===== src/rtl/noc_pkg.sv =====
// Shared NoC definitions: default flit geometry, field offsets, flit/credit types and the
// device-type selector used to pick the injection virtual channel.
package noc_pkg;

   localparam int unsigned FLIT_WIDTH      = 38;
   localparam int unsigned VC_BITS         = 1;
   localparam int unsigned NUM_VCS         = 2 ** VC_BITS;
   localparam int unsigned DEFAULT_CREDITS = 4;
   localparam int unsigned CREDIT_WIDTH    = $clog2(DEFAULT_CREDITS + 1);

   // Flit layout: valid | tail | dst[1:0] | vc | payload
   localparam int unsigned VALID_BIT = FLIT_WIDTH - 1;
   localparam int unsigned TAIL_BIT  = FLIT_WIDTH - 2;
   localparam int unsigned DST_HI    = FLIT_WIDTH - 3;
   localparam int unsigned DST_LO    = FLIT_WIDTH - 4;
   localparam int unsigned VC_LO     = FLIT_WIDTH - 4 - VC_BITS;

   typedef logic [FLIT_WIDTH-1:0]   flit_t;
   typedef logic [CREDIT_WIDTH-1:0] credit_t;

   typedef enum logic {DevMaster, DevSlave} device_e;

   // Lowest bit of the vc field for an arbitrary flit width.
   function automatic int unsigned vc_lo_of(int unsigned flit_width, int unsigned vc_bits);
      return flit_width - 4 - vc_bits;
   endfunction

   // Masters inject requests on VC 0, slaves inject responses on the top VC.
   function automatic int unsigned stamp_vc_of(device_e dev, int unsigned num_vcs);
      return (dev == DevSlave) ? num_vcs - 1 : 0;
   endfunction

endpackage


===== src/rtl/flit_sync_fifo.sv =====
// Synchronous FIFO with registered full/empty flags. DEPTH must be a power of two so the
// pointers wrap naturally. Storage is not reset; only pointers and occupancy are.
module flit_sync_fifo #(
   parameter int unsigned WIDTH = 38,
   parameter int unsigned DEPTH = 4
) (
   input  logic             clk,
   input  logic             rst,
   input  logic             push,
   input  logic [WIDTH-1:0] push_data,
   input  logic             pop,
   output logic [WIDTH-1:0] head,
   output logic             full,
   output logic             empty
);

   localparam int unsigned PtrW = $clog2(DEPTH);
   localparam int unsigned CntW = $clog2(DEPTH + 1);

   logic [WIDTH-1:0] mem_q [DEPTH];
   logic [PtrW-1:0]  wr_ptr_q;
   logic [PtrW-1:0]  rd_ptr_q;
   logic [CntW-1:0]  count_q;
   logic             do_push;
   logic             do_pop;

   assign full    = (count_q == CntW'(DEPTH));
   assign empty   = (count_q == '0);
   assign do_push = push && !full;
   assign do_pop  = pop && !empty;
   assign head    = mem_q[rd_ptr_q];

   // Pointer and occupancy update; push+pop together keeps the count.
   always_ff @(posedge clk) begin
      if (rst) begin
         wr_ptr_q <= '0;
         rd_ptr_q <= '0;
         count_q  <= '0;
      end else begin
         if (do_push) wr_ptr_q <= wr_ptr_q + PtrW'(1);
         if (do_pop)  rd_ptr_q <= rd_ptr_q + PtrW'(1);
         case ({do_push, do_pop})
            2'b10:   count_q <= count_q + CntW'(1);
            2'b01:   count_q <= count_q - CntW'(1);
            default: count_q <= count_q;
         endcase
      end
   end

   // Entry storage write.
   always_ff @(posedge clk) begin
      if (do_push) mem_q[wr_ptr_q] <= push_data;
   end

endmodule


===== src/rtl/in_port_fifo.sv =====
// Injection buffer between an AXI4-Stream bridge and one NoC send port. Flits are queued,
// stamped with the device's VC, and injected only while that VC holds credits.
// Optional trace output is enabled by defining INPORT_FIFO_TRACE_EN.
module in_port_fifo #(
   parameter int unsigned FLIT_WIDTH        = noc_pkg::FLIT_WIDTH,
   parameter int unsigned VC_BITS           = noc_pkg::VC_BITS,
   parameter int unsigned FLIT_BUFFER_DEPTH = 4,
   parameter int unsigned FIFO_DEPTH        = 4,
   parameter string       DEVICE_TYPE       = "MASTER"
) (
   input  logic                  CLK,
   input  logic                  RST_N,
   input  logic [FLIT_WIDTH-1:0] put_flit,
   input  logic                  put_flit_valid,
   output logic                  put_flit_ready,
   output logic [FLIT_WIDTH-1:0] send_ports_putFlit_flit_in,
   output logic                  EN_send_ports_putFlit,
   input  logic [VC_BITS:0]      send_ports_getCredits,
   output logic                  EN_send_ports_getCredits
);

   import noc_pkg::*;

   localparam int unsigned NumVcs    = 2 ** VC_BITS;
   localparam int unsigned CreditW   = $clog2(FLIT_BUFFER_DEPTH + 1);
   localparam int unsigned VcLo      = vc_lo_of(FLIT_WIDTH, VC_BITS);
   localparam device_e     Dev       = (DEVICE_TYPE == "SLAVE") ? DevSlave : DevMaster;
   localparam logic [VC_BITS-1:0] StampVc = VC_BITS'(stamp_vc_of(Dev, NumVcs));
   localparam logic [CreditW-1:0] MaxCredit = CreditW'(FLIT_BUFFER_DEPTH);

   logic [FLIT_WIDTH-1:0] stamped;
   logic [FLIT_WIDTH-1:0] head;
   logic                  full;
   logic                  empty;
   logic                  push;
   logic                  send;
   logic [VC_BITS-1:0]    head_vc;
   logic                  ret_valid;
   logic [VC_BITS-1:0]    ret_vc;
   logic [CreditW-1:0]    credit_q [NumVcs];
   logic [CreditW-1:0]    credit_d [NumVcs];

   assign head_vc   = head[VcLo +: VC_BITS];
   assign ret_valid = send_ports_getCredits[VC_BITS];
   assign ret_vc    = send_ports_getCredits[VC_BITS-1:0];
   assign push      = put_flit_valid && put_flit_ready;
   assign send      = !RST_N && !empty && (credit_q[head_vc] != '0);

   // Force valid and overwrite the vc field; tail, dst and payload pass through.
   always_comb begin
      stamped                    = put_flit;
      stamped[FLIT_WIDTH-1]      = 1'b1;
      stamped[VcLo +: VC_BITS]   = StampVc;
   end

   flit_sync_fifo #(
      .WIDTH (FLIT_WIDTH),
      .DEPTH (FIFO_DEPTH)
   ) u_fifo (
      .clk       (CLK),
      .rst       (RST_N),
      .push      (push),
      .push_data (stamped),
      .pop       (send),
      .head      (head),
      .full      (full),
      .empty     (empty)
   );

   // Handshake and network-side outputs, all held low while reset is asserted.
   always_comb begin
      put_flit_ready             = !RST_N && !full;
      EN_send_ports_putFlit      = send;
      EN_send_ports_getCredits   = !RST_N;
      send_ports_putFlit_flit_in = (RST_N || empty) ? '0 : head;
   end

   // Per-VC credit next state; a return saturates at the router buffer depth.
   always_comb begin
      for (int unsigned v = 0; v < NumVcs; v++) begin
         credit_d[v] = credit_q[v];
         if (ret_valid && (ret_vc == VC_BITS'(v)) && !(send && (head_vc == VC_BITS'(v)))) begin
            if (credit_q[v] != MaxCredit) credit_d[v] = credit_q[v] + CreditW'(1);
         end else if (send && (head_vc == VC_BITS'(v)) &&
                      !(ret_valid && (ret_vc == VC_BITS'(v)))) begin
            credit_d[v] = credit_q[v] - CreditW'(1);
         end
      end
   end

   // Credit counters: full depth on reset.
   always_ff @(posedge CLK) begin
      for (int unsigned v = 0; v < NumVcs; v++) begin
         if (RST_N) credit_q[v] <= MaxCredit;
         else       credit_q[v] <= credit_d[v];
      end
   end

   // A return with nothing leaving on that VC must not find the counter already full.
   always_ff @(posedge CLK) begin
      if (!RST_N && ret_valid && !(send && (head_vc == ret_vc))) begin
         assert (credit_q[ret_vc] != MaxCredit);
      end
   end

`ifdef INPORT_FIFO_TRACE_EN
   logic [15:0] cycle_q;

   // Cycle counter and event trace.
   always_ff @(posedge CLK) begin
      if (RST_N) begin
         cycle_q <= '0;
      end else begin
         cycle_q <= cycle_q + 16'd1;
         if (send) begin
            $display("[%0d] send flit %h tail=%0b dst=%0d vc=%0d", cycle_q, head,
                     head[FLIT_WIDTH-2], head[FLIT_WIDTH-3 -: 2], head_vc);
         end
         if (ret_valid) $display("[%0d] get a credit (vc=%0d)", cycle_q, ret_vc);
         if (push) $display("[%0d] Device send flit %h", cycle_q, put_flit);
      end
   end
`endif

endmodule


===== config.mk =====
export PLATFORM = sky130hd
export DESIGN_NAME = in_port_fifo
export DESIGN_NICKNAME = d
export VERILOG_FILES = /design/src/rtl/noc_pkg.sv /design/src/rtl/flit_sync_fifo.sv /design/src/rtl/in_port_fifo.sv
export SDC_FILE = /design/constraint.sdc
export NUM_CORES = 1
export LEC_CHECK = 0
export BUFFER_PORTS_ARGS = -buffer_cell sky130_fd_sc_hd__buf_2
export CORE_MARGIN = 1.5
export CORE_UTILIZATION = 58
export CTS_CLUSTER_SIZE = 20
export DETAILED_ROUTE_END_ITERATION = 10
export PLACE_DENSITY = 0.81
export SLEW_MARGIN = 15
export SYNTH_ARGS = -nofsm -noshare
export SYNTH_HDL_FRONTEND = slang
export SYNTH_HIERARCHICAL = 1
export SYNTH_SLANG_ARGS = --single-unit

===== constraint.sdc =====
create_clock -name CLK -period 4.3 [get_ports CLK]
set_clock_uncertainty 0.1 [all_clocks]
set_input_delay 0.43 -clock CLK [delete_from_list [all_inputs] [get_ports CLK]]
set_output_delay 0.43 -clock CLK [all_outputs]
set_load 0.005 [all_outputs]

### After elaboration in Yosys (flattened, before gate mapping)

Memory sizes are Yosys's and may differ from the RTL's. A register that Yosys moved wholly into a read port is not among the register bits.
Cells that the tools add are included.

* RAM bits: 150
* bits in registers: 7
* memories: 2
* input bits: 43
* output and inout bits: 41

* bitwise logic cells: 4
* equal/unequal tests: 5
* multiplexer cells: 17
* reductions and logical operators: 25
* add/sub/neg operators: 8

Memory list
* u_fifo.mem_q: words 4, width 36, read ports 1, clocked after memory_dff 1, write ports 1, RTL line flit_sync_fifo.sv:20 `logic [WIDTH-1:0] mem_q [DEPTH];`
* credit_q: words 2, width 3, read ports 2, clocked after memory_dff 0, write ports 2, RTL line in_port_fifo.sv:40 `logic [CreditW-1:0] credit_q [NumVcs];`

Operator list (count)
* 2-to-1 mux 38 bit: 1
* 2-to-1 mux 3 bit: 8
* logical AND 1 bit: 13
* adder 3 x 1 -> 3 bit, second input constant: 3
* subtractor 3 x 1 -> 3 bit, second input constant: 3
* zero test 1 bit: 7
* inequality test 3 bit, second input constant: 2
* one-hot mux 3 bit (2 select lines): 1
* 2-to-1 mux 1 bit: 5
* adder 2 x 1 -> 2 bit, second input constant: 2
* 2-to-1 mux 2 bit: 2
* equality test 3 bit, second input constant: 1
* zero test 3 bit: 1
* nonzero test 3 bit: 1
* equality test 2 x 1 -> 1 bit, second input constant: 1
* equality test 2 bit, second input constant: 1
* OR 1 bit: 2
* nonzero test 2 bit: 1
* logical AND 1 bit, second input constant: 1
* logical OR 1 bit: 1
* inverter 1 bit: 1
* inverter 1 bit, first input constant: 1

### Logic depth before layout (Yosys ltp)

* word-level depth: 9
* gate-level depth with buffers: 13
* gate-level depth less buffers: 12

### By module

The synthesis kept the hierarchy.

Modules (own cells, without submodules)
* flit_sync_fifo: sequential area each 4744.6 um2, area each 5973.2 um2, cells an instance 252, times used 1
* in_port_fifo: sequential area each 120.1 um2, area each 760.7 um2, cells an instance 104, times used 1

### Least setup slack after synthesis

OpenSTA, ideal clock, no wires.

* path kind: register -> register
* start point: register with a tool-made name
* end point: register u_fifo.count_q[2]
* clock period less this slack: 3.492 ns
* setup slack: 0.808 ns
* data arrival time: 3.322 ns
* stages on the path, launching flop included: 13
* cell sequence: dfxtp_1 > buf_6 > buf_12 > mux4_2 > a2111oi_0 > o31ai_1 > inv_1 > ha_1 > inv_1 > fa_1 > xor2_1 > or3_1 > a21oi_1

RTL lines
* end signal, assigned: RTL line flit_sync_fifo.sv:43 `2'b10: count_q <= count_q + CntW'(1);`
* end signal, assigned: RTL line flit_sync_fifo.sv:44 `2'b01: count_q <= count_q - CntW'(1);`
* end signal, assigned: RTL line flit_sync_fifo.sv:45 `default: count_q <= count_q;`
* end, declared: RTL line flit_sync_fifo.sv:23 `logic [CntW-1:0] count_q;`

==> summary.md <==
| Metric | Value |
|---|---|
| Final slew viol count | `0` |
| R2R cell count | `10` |
| EDFF count, synth | `~150` |
| R2R setup slack | `1.00 ns` |
| Vias/cell | `approximately 5.7` |
| Full die area | `~12,000 um2` |
| Worst-Margin Slew | `about 1.1 ns` |
| Gr usage total | `between 20% and 30%` |
| Most frequent CP cell | `inv_1` |
| Worst hold slack | `about 0.12 ns` |
| Detailed-placement wirelength estimate | `approximately 6600 um` |
| Clock Tree Root | `clkbuf_16` |
| Worst path arrival time | `around 3.5 ns` |
| Ports | `84` |
| CP startpoint | `u_fifo/mem_q[3][33]` |
| Post-CTS resize count | `0` |
| DP Cell Count | `around 570` |
| Hold buffers post-CTS | `0` |
| Leak | `between 2 and 3 nW` |
| Synth unique cells | `41` |
| Most common cell after layout, fill and taps aside | `edfxtp_1` |
| Async set-reset flop share out of synthesis | `0%` |
| Layout Cells excl Fill | `between 600 and 700` |
| Worst-Skew Late Latency | `~0.41 ns` |
| # clock sinks | `approximately 170` |
| CP Capture Type | `flop` |
| Area Growth Syn to Fin | `15.51%` |
| Pwr dens | `between 400 and 500 nW/um2` |
| Tcrit/Tclk final | `76.67%` |
| Layout cell share with drive strength beyond 1 | `a little over a third` |
| Grt ovf | `0` |
| CP max FO | `5` |
| Largest stage delay on the critical path | `about 0.66 ns` |
| R2R Path End | `u_fifo/count_q[2]` |
| Sum Neg Setup Slack | `0 ns` |
| Area of the multi-input gates | `1744 um2` |
| Worst VDD drop | `~280 uV` |
| Largest net degree at the start of global routing | `39` |
| Setup violations, final | `0` |
| Max Freq | `about 300 MHz` |
| Slowest CP cell | `a2111oi_0` |
| GP Congestion | `between 0.7 and 0.8` |
| TritonCTS Buffers | `17` |
| Core area | `roughly 11,000 um2` |
| Mapped Avg Cell Area | `between 15 and 20 um2` |
| Final Hold Viols | `0` |
| H-Tree Depth | `4` |
| Cell Rows | `39` |
| Yosys warns | `6` |
| PortBufs | `just over 80` |
| Unrepaired setup endpoints after global routing | `no` |
| Antenna viol nets, final | `0` |
| Cells after Synth | `356` |
| Final WL | `11,500 um` |
| CTS clk-pin slew, worst paths | `approximately 0.060 ns` |
| Mapped Area | `a little under 7000 um2` |
| Global-route wire length before repair | `18,640 um` |
| Vias in the first global route | `between 3,000 and 4,000` |
| Clock tree from TritonCTS | `built` |
| Slew HR | `around 28%` |
| Setup CP Type | `flop to flop` |
| CP startpoint kind | `flop` |
| Fillers | `759` |
| Clock Path Buffers | `2` |
| Critical Path, Cell by Cell | `mux4_2 -> a2111oi_0 -> o31ai_1 -> inv_1 -> ha_1 -> inv_1 -> fa_1 -> xor2_1 -> or3_1 -> a21oi_1` |
| Detailed Route Iter0 Violations | `roughly 240` |
| Top FF cell, synth | `edfxtp_1` |
| DR pass1 iterations | `4` |
| Post-synthesis register bit count | `~170` |
| Post-route design area | `approximately 8000 um2` |
| Status | `finished, final reports clean` |
| Hold Path Class | `input pin to flop` |
| Commonest non-fill, non-tap cells in the layout | `edfxtp_1 (152), buf_2 (81), and2_1 (39), mux4_2 (38), clkbuf_16 (17)` |
| Sequential-to-total area share from yosys stat | `72.24%` |
| MaxCap Viol Count | `0` |
| Minimum clock period | `around 3.3 ns` |
| Diodes inserted | `0` |
| Wirelength per Cell | `between 15 and 20 um` |
| Vias | `around 3,400` |
| Initial Utilization | `59.23%` |
| Initial antenna violation count | `0` |
| R2r startpoint | `u_fifo/mem_q[3][33]` |
| DR DRC count | `0` |
| Die Height | `roughly 110 um` |
| Register Area | `a little under 5000 um2` |
| Worst EP required | `approximately 4.6 ns` |
| Placed cell area | `7261 um2` |
| Die width | `110.8 um` |
| Critical path destination | `u_fifo/count_q[2]` |
| Post-CTS setup buffers | `0` |
| # nets final | `approximately 500` |
## Yosys cell counts, drive strengths merged, types with 4 or more instances
master | number | area share [%]
nand2 | 5 | 0.28
edfxtp | 152 | 68
mux2i | 4 | 0.78
ha | 5 | 0.93
or3 | 7 | 0.65
clkbuf | 6 | 0.35
nor3 | 7 | 0.59
dfxtp | 15 | 4.5
and2 | 43 | 4.0
nor2 | 13 | 0.76
a21oi | 6 | 0.50
buf | 9 | 1.3
inv | 9 | 0.50
nand3 | 4 | 0.30
o21ai | 6 | 0.45
mux4 | 38 | 13
## layout make-up
| class | count | area share, % |
|---|---|---|
| multi-input cells | 170 | 22.42 |
| well taps | 143 | 2.300 |
| inverters | 10 | 0.5469 |
| repair buffers | 84 | 5.501 |
| flip-flops and latches | 167 | 62.57 |
| clock buffers | 21 | 5.662 |
| clock inverters | 11 | 0.9973 |
## worst min-delay path by stage
| stage | startpoint | endpoint | slack, ns | cells past startpoint |
|---|---|---|---|---|
| detailed placement | u_fifo/rd_ptr_q[1] | flop | 0.39 | 2 |
| finish | put_flit[10] | u_fifo/mem_q[1][10] | 0.12 | 1 |
| global placement | u_fifo/rd_ptr_q[1] | flop | 0.37 | 2 |
| CTS | put_flit[10] | u_fifo/mem_q[3][10] | 0.11 | 1 |
| global route | put_flit[10] | u_fifo/mem_q[3][10] | 0.11 | 1 |
| floorplan | u_fifo/rd_ptr_q[1] | flop | 0.36 | 2 |
## per-stage QoR
stage          power, mW  setup WS (ns)  util (%)
2_1_floorplan      2.016         0.8082         -
3_3_place_gp       2.089          1.151     63.86
3_5_place_dp       2.104          1.021     63.86
4_1_cts            3.412          1.016     68.42
5_1_grt            3.514         0.7666     68.42
6_report           3.388          1.003     68.42
## power by group
part	switching (mW)	internal (mW)	leakage (nW)	total (mW)
Combinational	0.125	0.109	0.990	0.234
Clock	0.585	0.735	0.227	1.32
Sequential	0.0213	1.81	1.50	1.83
Total	0.731	2.66	2.72	3.39
## cell families (layout without fill, tap and decap cells)
logic type	Yosys count	after routing	share of synthesized area, %
xor gates and xnor gates	3	3	0.3903
muxes	44	44	13.88
buffers and inverters	25	126	2.304
and+or+nand+nor	87	87	7.451
AOI/OAI and AO/OA	20	20	1.802
other	2	8	0.1115
DFF	167	167	72.24
adders and majority gates	8	8	1.821
## registers in the layout (all words and copies together), names as in the netlist, named ones only
register	count
u_fifo/mem_q	152
u_fifo/rd_ptr_q	2
credit_q	6
u_fifo/wr_ptr_q	2
u_fifo/count_q	3
## routing by layer
| metal | up-vias | share of wire [%] | GRT usage [%] |
|---|---|---|---|
| met5 | - | 0 | 0 |
| met4 | 0 | 1.6 | 7.692 |
| met3 | 16 | 5.2 | 5.139 |
| met2 | 108 | 51 | 34.36 |
| met1 | 1753 | 42 | 26.12 |
| li1 | 1570 | - | - |
## critical path: cells and delay by family, from the launching register on
kind / cells / cell delay [ns]
buffers and inverters: 2 / 0.16
muxes: 1 / 0.53
AOI/OAI and AO/OA: 3 / 1.03
xor gates and xnor gates: 1 / 0.16
DFF: 1 / 0.36
and+or+nand+nor: 1 / 0.32
adders and majority gates: 2 / 0.56
(Power assumes the default switching activity.)
